File: config.mk
export PLATFORM = sky130hd
export DESIGN_NAME = burst_line_adapter
export DESIGN_NICKNAME = d
export VERILOG_FILES = /design/src/rtl/burst_line_adapter.sv
export SDC_FILE = /design/constraint.sdc
export NUM_CORES = 2
export LEC_CHECK = 0
export ABC_AREA = 1
export CORE_MARGIN = 10
export CORE_UTILIZATION = 42
export CTS_CLUSTER_DIAMETER = 60
export DETAILED_ROUTE_END_ITERATION = 16
export PLACE_DENSITY = 0.71
export SLEW_MARGIN = 10
export SYNTH_ARGS = -nofsm -noshare
export SYNTH_HDL_FRONTEND = slang
export SYNTH_SLANG_ARGS = --single-unit
File: constraint.sdc
create_clock -name clk -period 2.45 [get_ports clk]
set_input_delay 0.6125 -clock clk [delete_from_list [all_inputs] [get_ports clk]]
set_output_delay 0.6125 -clock clk [all_outputs]
set_load 0.1 [all_outputs]
File: src/rtl/burst_line_adapter.sv
// burst_line_adapter: turns one cache line read/write into a fixed-length
// burst of memory beats and reassembles returned read beats into a line.
// One transaction at a time. Every output decodes from state and registers only.
module burst_line_adapter #(
   parameter int LINE_SIZE  = 256,
   parameter int BEAT_WIDTH = 64,
   parameter int BURST_LEN  = LINE_SIZE / BEAT_WIDTH
) (
   input  logic                  clk,
   input  logic                  rst,
   input  logic [31:0]           c_address,
   input  logic                  c_read,
   input  logic                  c_write,
   input  logic [LINE_SIZE-1:0]  c_wdata,
   output logic [LINE_SIZE-1:0]  c_rdata,
   output logic                  c_resp,
   output logic [31:0]           bmem_addr,
   output logic                  bmem_read,
   output logic                  bmem_write,
   output logic [BEAT_WIDTH-1:0] bmem_wdata,
   input  logic                  bmem_ready,
   input  logic [31:0]           bmem_raddr,
   input  logic [BEAT_WIDTH-1:0] bmem_rdata,
   input  logic                  bmem_rvalid
);
   localparam int              CW         = $clog2(BURST_LEN);
   localparam logic [31:0]     ALIGN_MASK = ~32'(LINE_SIZE / 8 - 1);
   localparam logic [CW-1:0]   LAST_BEAT  = CW'(BURST_LEN - 1);

   typedef enum logic [2:0] {IDLE, RD_REQ, RD_DATA, WR_DATA, DONE} state_t;

   state_t                 r_state, w_next;
   logic [31:0]            r_addr;
   logic [CW-1:0]          r_cnt;
   logic [LINE_SIZE-1:0]   r_wline;   // line being written, latched at request
   logic [LINE_SIZE-1:0]   r_buf;     // read assembly buffer
   logic [LINE_SIZE-1:0]   r_rdata;   // last completed read line, held for the cache
   logic [LINE_SIZE-1:0]   w_merged;
   logic                   w_beat_ok;

   // Only beats tagged with our line address count; strays are dropped.
   assign w_beat_ok = (r_state == RD_DATA) && bmem_rvalid && (bmem_raddr == r_addr);
   assign c_rdata   = r_rdata;

   // Assembly buffer with the incoming beat dropped into slot k.
   always_comb begin
      w_merged = r_buf;
      w_merged[int'(r_cnt)*BEAT_WIDTH +: BEAT_WIDTH] = bmem_rdata;
   end

   // State register.
   always_ff @(posedge clk) begin
      if (rst) r_state <= IDLE;
      else     r_state <= w_next;
   end

   // Next-state and output decode; outputs depend on state/registers only.
   always_comb begin
      w_next     = r_state;
      c_resp     = 1'b0;
      bmem_read  = 1'b0;
      bmem_write = 1'b0;
      bmem_addr  = '0;
      bmem_wdata = '0;
      case (r_state)
         IDLE: begin
            if (c_write)     w_next = WR_DATA;   // write has priority
            else if (c_read) w_next = RD_REQ;
         end
         RD_REQ: begin
            bmem_read = 1'b1;
            bmem_addr = r_addr;
            if (bmem_ready) w_next = RD_DATA;
         end
         RD_DATA: begin
            if (w_beat_ok && r_cnt == LAST_BEAT) w_next = DONE;
         end
         WR_DATA: begin
            bmem_write = 1'b1;
            bmem_addr  = r_addr;
            bmem_wdata = r_wline[int'(r_cnt)*BEAT_WIDTH +: BEAT_WIDTH];
            if (bmem_ready && r_cnt == LAST_BEAT) w_next = DONE;
         end
         DONE: begin
            c_resp = 1'b1;
            w_next = IDLE;
         end
         default: w_next = IDLE;
      endcase
   end

   // Datapath: request latch, beat counter, read assembly.
   always_ff @(posedge clk) begin
      if (rst) begin
         r_addr  <= '0;
         r_cnt   <= '0;
         r_wline <= '0;
         r_buf   <= '0;
         r_rdata <= '0;
      end else begin
         case (r_state)
            IDLE: begin
               if (c_write) begin
                  r_addr  <= c_address & ALIGN_MASK;
                  r_wline <= c_wdata;
                  r_cnt   <= '0;
               end else if (c_read) begin
                  r_addr  <= c_address & ALIGN_MASK;
                  r_cnt   <= '0;
               end
            end
            RD_DATA: begin
               if (w_beat_ok) begin
                  r_buf <= w_merged;
                  r_cnt <= r_cnt + 1'b1;
                  // Publish the line only when complete so c_rdata holds the
                  // previous read throughout the next one.
                  if (r_cnt == LAST_BEAT) r_rdata <= w_merged;
               end
            end
            WR_DATA: begin
               if (bmem_ready) r_cnt <= r_cnt + 1'b1;
            end
            default: ;
         endcase
      end
   end
endmodule

==> insert_results.sql <==
INSERT INTO impl_metrics (metric_group, metric, value, unit) VALUES
('drt', 'routed.top_layer', 'met5', ''),
('sta', 'total_count_of_max_transition_violations_in_the_final_report', '0', ''),
('logic_synthesis', 'ys.warnings.count', '0', ''),
('placed_design', 'io_buffers', '734', ''),
('grt', 'grt_antenna_before_repair', '19', ''),
('setup_path', 'path_class', 'flip-flop to output port', ''),
('clocking', 'cts.reportedPaths.clkPinSlew', '0.06', 'ns'),
('logic_synthesis', 'ys_async_sr_fraction', '0', '%'),
('setup_path', 'worst_path_largest_cell_delay', '0.40', 'ns'),
('cells_and_area', 'syn_to_final_growth', '43.7', '%'),
('floorplan', 'die_area', '88000', 'µm²'),
('clocking', 'clk-insertion-delay-late', '0.64', 'ns'),
('grt', 'grt_pass1_vias', '30500', ''),
('logic_synthesis', 'syn_area', '32200', 'µm²'),
('pwr', 'power_frac_seq', '35.5', '%'),
('pwr', 'p_leak', '20.6', 'nW'),
('placed_design', 'place_hpwl', '89100', 'µm'),
('cells_and_area', 'most-common-layout-cells', 'nor2_1 (966), dfxtp_1 (732), inv_1 (579)', ''),
('sta', 'peak_freq', '372', 'MHz'),
('sta', 'ratio_of_final_minimum_period_to_clock_period', '110', '%'),
('outcome', 'run_status', 'complete, but fails checks', ''),
('grt', 'globalRouteTotalUtil', '27.2', '%'),
('drt', 'wl_met3', '12100', 'µm'),
('floorplan', 'io_pins', '745', ''),
('floorplan', 'placementRows', '101', ''),
('sta', 'finalWorstSetupSlack', '-0.241', 'ns'),
('setup_path', 'critical_path.n_buffers_inverters', '4', ''),
('worst_hold_path', 'min_path_type', 'flip-flop to flip-flop', ''),
('drt', 'drt_wl_total', '130000', 'µm'),
('sta', 'grt_setup_unrepaired', 'yes', ''),
('sta', 'timing_worst_slew_pin_value', '0.716', 'ns'),
('pwr', 'switchingPower', '14.7', 'mW'),
('drt', 'dr_total_vias', '32900', ''),
('cells_and_area', 'num-nets-final', '5670', ''),
('job', 'maxCapViolCount', '0', ''),
('sta', 'max_slew_margin', '52.3', '%'),
('grt', 'grt_start_max_net_pins', '132', ''),
('pwr', 'vdd.ir_drop.worst', '0.521', 'mV'),
('sta', 'minimum_hold_slack', '0.451', 'ns'),
('logic_synthesis', 'post_synth_inst_count', '4633', ''),
('drt', 'drt_first_iter_violations', '2745', ''),
('clocking', 'numCtsBuffers', '83', ''),
('floorplan', 'start_util', '42.3', '%'),
('clocking', 'htree_num_levels', '3', ''),
('sta', 'final_setup_violation_count', '89', ''),
('pwr', 'power.internal', '25.3', 'mW'),
('drt', 'first_pass_iters', '7', ''),
('drt', 'drt.antenna.violating_nets', '0', ''),
('pwr', 'switching_portion_of_total_power', '36.7', '%'),
('pwr', 'power.combinational.fraction', '33.1', '%'),
('logic_synthesis', 'synth_top_flop_cell', 'dfxtp_1', ''),
('clocking', 'cts.sinks', '736', ''),
('floorplan', 'core', '75900', 'µm²'),
('cells_and_area', 'final_core_utilization', '60.8', '%'),
('drt', 'wl_per_cell', '20.4', 'µm'),
('setup_path', 'worst_setup_path_end_kind', 'output port', ''),
('drt', 'detailed_route_wirelength_on_metal2', '61000', 'µm'),
('cells_and_area', 'layout-drive-gt1-share', '16.7', '%'),
('drt', 'met1_length', '51400', 'µm'),
('grt', 'grt_first_pass_wirelength', '190000', 'µm'),
('logic_synthesis', 'postSynthAreaPerCell', '6.94', 'µm²'),
('setup_path', 'worst_ep_required_time', '1.84', 'ns'),
('floorplan', 'dieWidth', '297', 'µm'),
('sta', 'final-hold-violation-count', '0', ''),
('logic_synthesis', 'ys_types', '28', ''),
('setup_path', 'worst_ep_arrival_time', '2.08', 'ns'),
('outcome', 'violations_in_the_final_reports', 'negative setup slack', ''),
('sta', 'final.min_clock_period', '2.69', 'ns'),
('sta', 'skew', '0.0258', 'ns'),
('setup_path', 'critPathMaxFanout', '11', ''),
('drt', 'post-route-drc-count', '0', '');
[synthesized netlist by cell type (12+ instances only)]
library cell | n | area (µm²)
a21boi_0 | 63 | 473
a21oi_1 | 448 | 2240
buf_1 | 16 | 60.1
buf_2 | 50 | 250
buf_4 | 12 | 90.1
clkbuf_1 | 269 | 1010
dfxtp_1 | 736 | 14700
inv_1 | 585 | 2200
nand2_1 | 539 | 2020
nor2_1 | 997 | 3740
nor3b_1 | 64 | 480
o21ai_0 | 547 | 2740
o21bai_1 | 128 | 961
o22ai_1 | 129 | 807
[layout make-up]
| class | instances | area [µm²] |
|---|---|---|
| fillers | 6686 | 29700 |
| flip-flops and latches | 736 | 14700 |
| repair buffers | 906 | 10000 |
| clock inverters | 32 | 383 |
| diodes | 15 | 37.5 |
| inverters | 593 | 2280 |
| multi-input cells | 2955 | 15100 |
| well taps | 1030 | 1290 |
| clock buffers | 114 | 2340 |
[power by group through the flow]
| stage | Clock [mW] | Combinational [mW] | Sequential, mW |
|---|---|---|---|
| final | 12.6 | 13.3 | 14.2 |
| after global routing | 13.2 | 14.1 | 14.3 |
| after CTS | 12.7 | 12.1 | 14.1 |
| after detailed placement | 0 | 11.4 | 14.3 |
| after global placement | 0 | 11.3 | 14.2 |
| after floorplan | 0 | 7.12 | 14.1 |
[state kept, by name, indices dropped and copies added (netlist names)]
name and flops:
r_cnt 2, r_addr 27, r_state 3, c_rdata 256, r_buf 192, r_wline 256
[cell families after synthesis]
| family | after synthesis | share of synthesized area, % |
|---|---|---|
| XOR/XNOR | 2 | 0.0545 |
| AO/OA/AOI/OAI | 1317 | 22.5 |
| adder cells (fa/ha/maj) | 5 | 0.195 |
| AND/OR/NAND/NOR | 1625 | 19.9 |
| buffers and inverters | 947 | 11.6 |
| flip-flops | 736 | 45.8 |
| other | 1 | 0.0117 |
[metrics by stage]
stage	cell area (µm²)	worst slack, ns	instances	TNS [ns]
2_1_floorplan	32900	-0.397	4637	-9.70
3_3_place_gp	42200	-0.439	6192	-158.51
3_5_place_dp	42200	-0.464	6192	-167.01
4_1_cts	45400	-0.275	6348	-15.21
5_1_grt	46200	-0.321	6381	-19.07
6_report	46200	-0.241	6381	-12.16
[worst register-to-register path, stage by stage, from the launching register on]
cell and delay (ns):
dfxtp_4 0.37, buf_4 0.16, clkbuf_16 0.18, ha_1 0.24, nand2_1 0.13, inv_1 0.22, buf_12 0.24, a21boi_0 0.42
nand2_1 0.10, nor3b_1 0.14
[repair_timing]
action / 4_1_cts / 5_1_grt
setup buffers: 4 / 6
resized for setup: 168 / 155
pin swaps: 10 / 17
setup endpoints to repair: 93 / 94
hold buffers: 0 / 0
cloned: 6 / 12
[metal layers]
layer | up-vias | track usage [%]
met2 | 1408 | 44.6
met1 | 15200 | 32.6
li1 | 16000 | -
met3 | 264 | 8.29
met4 | 8 | 11.9
met5 | - | 0
[path summary, 6_finish.rpt]
check                             startpoint        endpoint  slack [ns]  depth (start not counted)
worst max-delay path                r_cnt[0]  bmem_wdata[39]       -0.24                          7
worst min-delay path            r_wline[191]    r_wline[191]        0.45                          2
worst max register to register      r_cnt[0]      r_buf[110]        0.13                          9
worst min register to register  r_wline[191]    r_wline[191]        0.45                          2
(Power assumes the default switching activity.)
